## src/rtl/serial_link_pkg.sv

```systemverilog
// Shared types and constants for the serial pattern link (transmitter and predictor).
package serial_link_pkg;

  typedef enum logic {
    ST_IDLE  = 1'b0,
    ST_SHIFT = 1'b1
  } state_t;

  localparam logic [2:0] PAT_010 = 3'b010;
  localparam logic [2:0] PAT_101 = 3'b101;

  localparam logic FOUND    = 1'b1;
  localparam logic NOTFOUND = 1'b0;

endpackage

```

## src/rtl/pattern_predictor.sv

```systemverilog
// Two-bit history of transmitted bits and a Mealy 010/101 match, mirroring the downstream detectors.
module pattern_predictor
  import serial_link_pkg::*;
(
  input  logic clk_i,
  input  logic rst_ni,
  input  logic bit_valid_i,
  input  logic x_i,
  output logic found_o
);

  logic [1:0] hist_q, hist_d;
  logic [1:0] fill_q, fill_d;
  logic [2:0] window;

  // fill_q saturates at 2 so the first two bits after reset can never match.
  always_comb begin
    hist_d = hist_q;
    fill_d = fill_q;
    if (bit_valid_i) begin
      hist_d = {hist_q[0], x_i};
      if (fill_q != 2'd2) begin
        fill_d = fill_q + 2'd1;
      end
    end
  end

  always_ff @(posedge clk_i or negedge rst_ni) begin
    if (!rst_ni) begin
      hist_q <= 2'b00;
      fill_q <= 2'd0;
    end else begin
      hist_q <= hist_d;
      fill_q <= fill_d;
    end
  end

  assign window  = {hist_q, x_i};
  assign found_o = (bit_valid_i && (fill_q == 2'd2) &&
                    ((window == PAT_010) || (window == PAT_101))) ? FOUND : NOTFOUND;

endmodule

```

## src/rtl/serial_pattern_tx.sv

```systemverilog
// MSB-first serializer with ready/load handshake and pause; optional found_exp prediction
// is enabled by defining PATTERN_PREDICT_EN.
module serial_pattern_tx
  import serial_link_pkg::*;
#(
  parameter int   WIDTH      = 8,
  parameter logic IDLE_LEVEL = 1'b0
) (
  input  logic             clk,
  input  logic             reset,
  input  logic [WIDTH-1:0] data_in,
  input  logic             load,
  output logic             ready,
  input  logic             pause,
  output logic             x,
  output logic             bit_valid,
  output logic             busy,
  output logic             done,
  output logic             found_exp
);

  localparam int            CW   = $clog2(WIDTH);
  localparam logic [CW-1:0] LAST = CW'(WIDTH - 1);

  state_t           state_q, state_d;
  logic [CW-1:0]    cnt_q, cnt_d;
  logic [WIDTH-1:0] shreg_q, shreg_d;
  logic             x_q, x_d;
  logic             advance, last_bit, accept;

  // cnt_q indexes the bit currently on x; a paused cycle neither counts nor shifts.
  assign advance   = (state_q == ST_SHIFT) && !pause;
  assign last_bit  = (cnt_q == LAST);
  assign ready     = (state_q == ST_IDLE) || (advance && last_bit);
  assign accept    = load && ready;
  assign bit_valid = advance;
  assign busy      = (state_q == ST_SHIFT);
  assign done      = advance && last_bit;
  assign x         = x_q;

  always_comb begin
    state_d = state_q;
    cnt_d   = cnt_q;
    shreg_d = shreg_q;
    x_d     = x_q;
    if (accept) begin
      state_d = ST_SHIFT;
      cnt_d   = '0;
      shreg_d = data_in;
      x_d     = data_in[WIDTH-1];
    end else if (advance) begin
      if (last_bit) begin
        state_d = ST_IDLE;
        cnt_d   = '0;
        x_d     = IDLE_LEVEL;
      end else begin
        cnt_d   = cnt_q + CW'(1);
        shreg_d = {shreg_q[WIDTH-2:0], 1'b0};
        x_d     = shreg_q[WIDTH-2];
      end
    end
  end

  always_ff @(posedge clk or negedge reset) begin
    if (!reset) begin
      state_q <= ST_IDLE;
      cnt_q   <= '0;
      x_q     <= IDLE_LEVEL;
    end else begin
      state_q <= state_d;
      cnt_q   <= cnt_d;
      x_q     <= x_d;
    end
  end

  // Payload shifter carries data only; its contents are irrelevant outside SHIFT.
  always_ff @(posedge clk) begin
    shreg_q <= shreg_d;
  end

`ifdef PATTERN_PREDICT_EN
  pattern_predictor u_pred (
    .clk_i       (clk),
    .rst_ni      (reset),
    .bit_valid_i (bit_valid),
    .x_i         (x),
    .found_o     (found_exp)
  );
`else
  assign found_exp = NOTFOUND;
`endif

endmodule

```

## config.mk

```make
export PLATFORM = sky130hd
export DESIGN_NAME = serial_pattern_tx
export DESIGN_NICKNAME = d
export VERILOG_FILES = /design/src/rtl/serial_link_pkg.sv /design/src/rtl/pattern_predictor.sv /design/src/rtl/serial_pattern_tx.sv
export SDC_FILE = /design/constraint.sdc
export NUM_CORES = 1
export LEC_CHECK = 0
export ABC_CLOCK_PERIOD_IN_PS = 2500
export CORE_AREA = 4 4 41 43
export CTS_BUF_LIST = sky130_fd_sc_hd__clkbuf_8
export DETAILED_ROUTE_END_ITERATION = 6
export DIE_AREA = 0 0 45 47
export PLACE_DENSITY = 0.86
export RECOVER_POWER = 25
export SYNTH_ARGS = -nofsm -noshare
export SYNTH_HDL_FRONTEND = slang
export SYNTH_SLANG_ARGS = --single-unit
```

## constraint.sdc

```tcl
create_clock -name clk -period 2.5 [get_ports clk]
set_input_delay 0.5 -clock clk [delete_from_list [all_inputs] [get_ports clk]]
set_output_delay 0.5 -clock clk [all_outputs]
set_load 0.03 [all_outputs]
```

==> results of run 1 <==
## registers in the layout, summed over array words and instances, names as in the netlist
register,count
x,1
busy,1
shreg_q,7
cnt_q,3
## worst max-delay path: stages, from the launching register on
cell           delay [ns]
dfrtp_1              0.37
ha_1                 0.16
ha_1                 0.22
inv_1                0.07
o21ai_0              0.24
dlygate4sd2_1        0.43
## routing by layer
layer	GRT usage (%)	vias up
li1	-	200
met1	17.99	209
met2	22.88	19
met3	4.598	6
met4	14.04	0
met5	0	-
## path summary, 6_finish.rpt
kind,endpoint
worst min-delay path,cnt_q[2]
min in group asynchronous,cnt_q[0]
worst max-delay path,ready
max in group asynchronous,busy
worst max register to register,shreg_q[2]
worst min register to register,cnt_q[2]
## power groups by stage
stage / combinational [W] / clock, W / sequential, W
after global placement: 0.000254 / 0 / 0.000329
final: 0.000261 / 0.000178 / 0.000334
after floorplan: 0.000158 / 0 / 0.000346
after CTS: 0.000266 / 0.000182 / 0.000334
after global routing: 0.000298 / 0.000198 / 0.000342
after detailed placement: 0.000269 / 0 / 0.000337
## synthesized netlist by cell type
cell      number  share of area (%)
a21oi_1        2                1.7
and2_1         1                1.1
buf_2          1               0.86
buf_4          1                1.3
conb_1         1               0.64
dfrtp_1        5                 21
edfxtp_1       7                 36
ha_1           2                4.3
inv_1          3                1.9
mux2_2         6                 12
mux2i_1        2                3.4
nand2_1        1               0.64
nand2b_1       2                2.1
nor2_1         3                1.9
nor2b_2        1                1.5
nor4bb_1       1                1.7
o211ai_1       1                1.3
o21a_1         1                1.3
o21ai_0        3                2.6
o21ai_2        1                1.5
or3_1          1                1.1
## metrics by stage
stage	util, %	hold slack [ns]	setup slack, ns
global placement	58.37	0.5116	0.1296
CTS	61.73	0.4927	0.2699
global route	61.54	0.5619	0.1155
finish	61.54	0.5389	0.2647
detailed placement	58.37	0.5288	0.07852
floorplan	-	0.2044	0.5307
## area by class of cell
type                            instances  area (um2)  area share, %
Clock buffer                            3       41.29          5.156
Sequential cell                        12       335.3          41.88
Tap cell                               15       18.77          2.344
Inverter                                3       11.26          1.406
Timing Repair Buffer                   18       168.9          21.09
Multi-Input combinational cell         29       221.5          27.66
Clock inverter                          1       3.754         0.4688
## timing repair
action / CTS / global route
resized for setup: 1 / 0
endpoints found under the setup margin: 1 / 0
hold buffers: 0 / 0
## cells in the final DEF, fill, tap and decap left out, drive strengths merged
cell type and n:
clkdlybuf4s50 12, edfxtp 7, mux2 6, dfrtp 5, inv 4, buf 4, o21ai 4, nor2 3
clkbuf 3, nand2b 2, mux2i 2, a21oi 2, ha 2, nor2b 1, o21a 1, and2 1
nor4bb 1, o211ai 1, nand2 1, or3 1, conb 1, dlygate4sd3 1, dlygate4sd2 1
## logic make-up after synthesis
| family | count (synthesis) | share of synthesized area (%) |
|---|---|---|
| compound gates | 8 | 8.370 |
| buf+inv | 5 | 4.077 |
| flops | 12 | 57.51 |
| fa+ha+maj | 2 | 4.291 |
| mux | 8 | 15.02 |
| simple gates | 10 | 10.09 |
| other cells | 1 | 0.6432 |
==> impl_summary.md, run 1 <==
Job
The max-cap violation count is 0.

CTS
The post-CTS setup repair buffer count is 0. The number of clock sinks seen by CTS is 12. Clock latency on the worst-skew pair, taken at its later pin, is roughly 0.24 ns. CTS built an H-tree with a depth of 1.

CTS placed an instance of clkbuf_8 at the clock tree root. Clock tree synthesis inserted a total of 3 buffers. After clock tree synthesis, the clock-pin slew on the worst setup and hold paths is about 0.050 ns. The TritonCTS clock tree is yes. The maximum buffer depth of the clock tree is 2.

Timing
The final critical-path share of the clock period is 89.41%. Setup violations remaining at the end of the flow were counted as 0. The post-layout minimum cycle time is around 2.2 ns. For the pin with the worst max-slew slack, the measured transition is 1.034 ns.

Setup repair after global routing left no endpoint under its margin. Based on the critical path, the design can be clocked at up to approximately 450 MHz. The count of pins over their slew limit is 0. Across the routed clock network, the largest skew measured is between 0.006 and 0.007 ns. The total count of hold-check failures in the final report came to 0. The accumulated negative setup slack is 0 ns. In this run the tightest slew margin relative to its limit is 30.35%.

Synth
The number of nets in the synthesized netlist is 60. The post-synthesis average cell area is around 13 um2. For this run, the number of Yosys warnings is 0. The synthesized netlist cell count is 46. Summing the sequential cell areas from Yosys gives about 58% of the chip area. The post-synthesis instance area is 583.1 um2. The count of distinct cell types in the synthesized netlist is 21. Counting flops and latches in the post-synthesis netlist gives 12.

Layout
The finished layout holds 81 standard cells, fillers aside. The filler cells instantiated in the layout total 115. Relative to the synthesized area, the layout overhead comes to 37.34%.

In the final design database the tool counted slightly above 80 nets. The number of antenna diodes in the final layout is 0. The fraction of layout cells with a size suffix above 1 is between 20% and 30%.

The final instance area is 800.8 um2.

Worst setup path
STA classifies the critical path endpoint as an output pin. The required time at the worst-slack endpoint is about 2 ns. By startpoint and endpoint, the worst setup path is classified as register to output pin. Across all register-to-register paths, the minimum setup slack is 0.45 ns. Data on the critical path arrives at its endpoint at between 1.5 and 2 ns. The cell count of the worst reg-to-reg path is 3. The startpoint identified for the worst register-to-register timing path is cnt_q[0]. Of all nets on the critical path, the largest fanout is 5.

The nature of the critical path startpoint is a register. The most critical setup path has its startpoint at cnt_q[0].

Detailed routing
The count of antenna-violating nets left after detailed routing is 0. The first routing iteration left 5 violations. The detailed-route via count is between 400 and 500. The first detailed-routing pass ran for 4 iterations.

The detailed-route wire length on metal 1 is ~470 um. The detailed-route vias per instance is 5.358. The wire length on met3 is 93 um. The wire length per cell after detailed routing is roughly 15 um. The met2 layer wire length in the routed design is slightly above 600 um. For this run, design rule violations remaining after detail routing come to 0.

After detailed routing, the total wire length is between 1000 and 1500 um. The highest layer touched by signal routing is met4.

Power and ir drop
The net switching power is ~0.00024 W. Internal power comes to approximately 0.00053 W. The part of the total power dissipated in combinational logic is 33.8%. Power spread over the standard cell area amounts to roughly 960 mW/mm2.

VDD sags by at most roughly 0.43 mV. The clock network accounts for between 20% and 30% of the total power. The leakage power is between 0.3 and 0.4 nW.

Sequential cells account for a little over two fifths of the total power. The share of total power consumed by net switching is a little under a third. The total power draw is 0.0007724 W.

Floorplanning
The initial core utilization is around 45%. The floorplan step defined a die boundary enclosing approximately 0.0021 mm2. The core region is roughly 0.0013 mm2. For this design the top-level I/O count stands at 18. The die is about 47 um tall. Measured along the x axis, the die boundary spans 45 um. The cell row count is 13.

GRT
For this run the aggregate overflow at the end of global routing stands at 0. The first global-routing pass estimated about 2100 um of wire. Global routing consumed, over all layers together, between 10% and 20% of the routing resources. The number of global-route vias before repair came to 434. The initial antenna violation count came to 0. The pin count of the biggest net entering global routing is 8.

Worst hold path
The class of the tightest hold or removal check is register to register. The cell count of the worst hold path is 2. In this run the most critical hold path is launched from cnt_q[2].

Place
The global placer's final weighted congestion is approximately 0.8. During placement, the flow inserted port buffers numbering 16. The number of cells after detailed placement is 77. Summed over all nets, the half-perimeter wirelength after detailed placement is ~940 um.

Once placement finished, the instance area stood at about 760 um2.

Status
The run finished with clean final reports.
(Power assumes the default switching activity.)
==> inputs of run 2 (changes only) <==
--- a/config.mk
+++ b/config.mk
@@ -6,10 +6,10 @@
 export NUM_CORES = 1
 export LEC_CHECK = 0
 export ABC_CLOCK_PERIOD_IN_PS = 2500
-export CORE_AREA = 4 4 41 43
+export CORE_AREA = 2 2 39 41
 export CTS_BUF_LIST = sky130_fd_sc_hd__clkbuf_8
 export DETAILED_ROUTE_END_ITERATION = 6
-export DIE_AREA = 0 0 45 47
+export DIE_AREA = 0 0 41 43
 export PLACE_DENSITY = 0.86
 export RECOVER_POWER = 25
 export SYNTH_ARGS = -nofsm -noshare
==> run 2 against run 1 <==
Sequential cell count is the same. Global-route usage down 0.47 points. Core utilization fell by 3.1 points. Critical path depth stayed put. Critical endpoint is now done. Critical path type is now input port to output pin. Register-to-register slack better by 0.08 ns. Final cell count increased by 1.2%. Largest cell class unchanged.
==> impl_summary.md, run 2 (synthesis gave the netlist of run 1 again) <==
Status
The flow ran to the end, and the final reports show no timing, DRC or antenna violations.

Floorplanning
The vertical die dimension is between 40 and 50 um. The die area is around 0.0018 mm2. The cell row count is 14.

The initial core utilization is a little over two fifths. The die width is ~41 um. The floorplan step defined a core boundary enclosing 0.001384 mm2. The I/O pin count is 18.

CTS
The number of clock sinks seen by CTS is 12. The post-cts hold buffer count is 0. The maximum level of the CTS H-tree is 1. Clock-pin slew was measured on the worst setup and hold paths at around 0.050 ns.

The clock latency reported for the late side of the worst-skew pair is 0.24 ns. TritonCTS built the clock tree. Clock tree synthesis selected as its root buffer the cell clkbuf_8. The post-CTS setup repair buffer count is 0. The number of clock buffers inserted by TritonCTS is 3. No sink is reached through more buffers than the 2 on the longest clock path.

Layout
Ranked by flip-flop count, first place goes to shreg_q. In the final layout, the share of cells above drive strength 1 is 22.73%. The final instance area is slightly above 800 um2. In the layout the commonest cells are clkdlybuf4s50_1, edfxtp_1, mux2_2. The library cell used most frequently in the layout, excluding fill and tap cells, is clkdlybuf4s50_1.

The fill cell instance count of the final layout is around 120. The largest registers in the layout are shreg_q x7, cnt_q x3. The layout-stage area growth over the synthesis result is 38.63%. For this run, the post-layout net count is about 80. The register with the most flip-flops in the layout has 7 of them.

0 antenna diodes ended up in the layout.

Timing
The total count of hold-check failures in the final report is 0. Dividing the final minimum period by the clock period gives between 80 and 90%. Timing would allow up to about 460 MHz.

The worst hold slack across all endpoints is 0.5251 ns. For the pin with the worst max-slew slack, the measured transition is 0.9296 ns. Setup repair after global routing left no endpoint under its margin. The count of pins over their slew limit is 0.

The setup slack of the critical path after layout is roughly 0.32 ns. The final worst clock skew is 0.0007732 ns. The worst max-slew margin expressed relative to the limit is between 30 and 40%.

The accumulated negative setup slack is 0 ns. Subtracting the final worst setup slack from the clock period gives between 2 and 2.5 ns. Setup violations remaining at the end of the flow were counted as 0.

Detailed routing
The number of detailed-routing iterations run before antenna repair is 4. The count of antenna-violating nets left after detailed routing is 0. The total detailed-routing wirelength is 1011 um. In the final routing, the length of wire on met1 measures 419 um. The detailed-route vias per instance is just over 5.

The detailed-route via count is approximately 410. The first routing iteration left 3 violations. For this run, design rule violations remaining after detail routing come to 0. Wire segments on met2 add up to between 400 and 500 um in the final route. The wire length on met3 is roughly 73 um. In this run the top signal layer used is met4. In the final routed layout, each cell accounts on average for about 12 um.

GRT
For this run, the total global-route usage over all layers was measured as between 10 and 15%. The first global-routing pass estimated between 1500 and 2000 um of wire. The pin count of the biggest net entering global routing is 8.

The initial antenna violation count came to 0. The number of global-route vias before repair is approximately 400. The total overflow reported by the global router is 0.

Power and ir drop
Across the VDD grid, the largest voltage drop is between 0.4 and 0.5 mV. The power density normalized to cell area is between 900 and 1000 mW/mm2. In this run the static leakage power is about 0.35 nW.

Worst setup path
In this run the register-to-register setup slack is between 0.5 and 0.6 ns. The critical path class is input port to output pin. Among all stages on the critical path, the largest delay is contributed by dlygate4sd3_1. The maximum single-stage delay on the critical path is a little under 0.6 ns. The largest delay contributor family on the critical path is buffers and inverters.

The critical register-to-register path endpoint is shreg_q[3]. The nature of the critical path startpoint is an input port. The number of cells on the worst reg-to-reg path is 3.

The peak fanout along the critical path is 7. Counting stages on the worst path, the most repeated cell is buf_4. The worst setup path is captured at an output pin.

The critical path goes through dlygate4sd3_1 > nand2b_1 > buf_4 > nor2_1 > buf_4. The number of buffer and inverter instances along the worst setup path is 3. The required time at the worst-slack endpoint is about 2 ns.

The origin of the critical flop-to-flop path is cnt_q[0]. At the worst endpoint, the arrival time is 1.68 ns.

Job
The max-cap violation count is 0.

Place
The worst setup slack after placement is 0.1008 ns. The global placer's final weighted congestion is ~0.67. During placement, the flow inserted port buffers numbering 16. The post-detailed-placement cell area is between 700 and 800 um2. Detailed placement ended at an HPWL of 807.4 um.

Worst hold path
The startpoint of the tightest hold check path is cnt_q[1]. The min-delay analysis places its worst path in the category register to register. The path with the worst hold slack has its endpoint at cnt_q[1]. The worst hold path passes through 2 cells.
==> run 2: final cells by class <==
type	count	area, um2	share of cell area (%)
sequential	12	335.3	41.49
multi-input combinational	29	224.0	27.71
timing repair buffer	18	172.7	21.36
clock buffer	3	41.29	5.108
tap	16	20.02	2.477
inverter	3	11.26	1.393
clock inverter	1	3.754	0.4644
==> run 2: worst register-to-register path: cells and delay by family, from the launching register on <==
family / cells / cell delay [ns]
adder cells (fa/ha/maj): 2 / 0.44
flip-flops: 1 / 0.39
AO/OA/AOI/OAI: 1 / 0.76
==> run 2: worst max-delay path by stage <==
stage	slack [ns]	startpoint	depth (start not counted)	end
after CTS	0.007	cnt_q[0]	5	ready
after detailed placement	0.10	pause	3	ready
after global routing	0.19	pause	3	shreg_q[2]
final	0.32	pause	5	done
after floorplan	0.53	cnt_q[0]	4	ready
after global placement	0.13	pause	3	ready
==> run 2: layer usage <==
metal	track usage [%]	vias up
li1	-	202
met1	16.90	192
met2	21.56	15
met3	5.236	5
met4	12.00	0
met5	0	-
==> run 2: metrics by stage <==
| step | instances | util, % | total power [W] |
|---|---|---|---|
| floorplan | 46 | - | 0.0005034 |
| detailed placement | 78 | 54.97 | 0.0005982 |
| finish | 82 | 58.41 | 0.0007649 |
| CTS | 82 | 58.23 | 0.0007758 |
| global route | 82 | 58.41 | 0.0008252 |
| global placement | 78 | 54.97 | 0.0005828 |
==> run 2: power by group <==
group,switching [W],internal [W],leakage (nW)
Combinational,0.000132,0.000127,0.204
Clock,0.0000676,0.000108,0.0231
Sequential,0.0000286,0.000301,0.127
==> run 2: repair_timing <==
item	CTS	global route
endpoints found under the hold margin	0	0
endpoints found under the setup margin	0	1
gates resized for setup	0	1
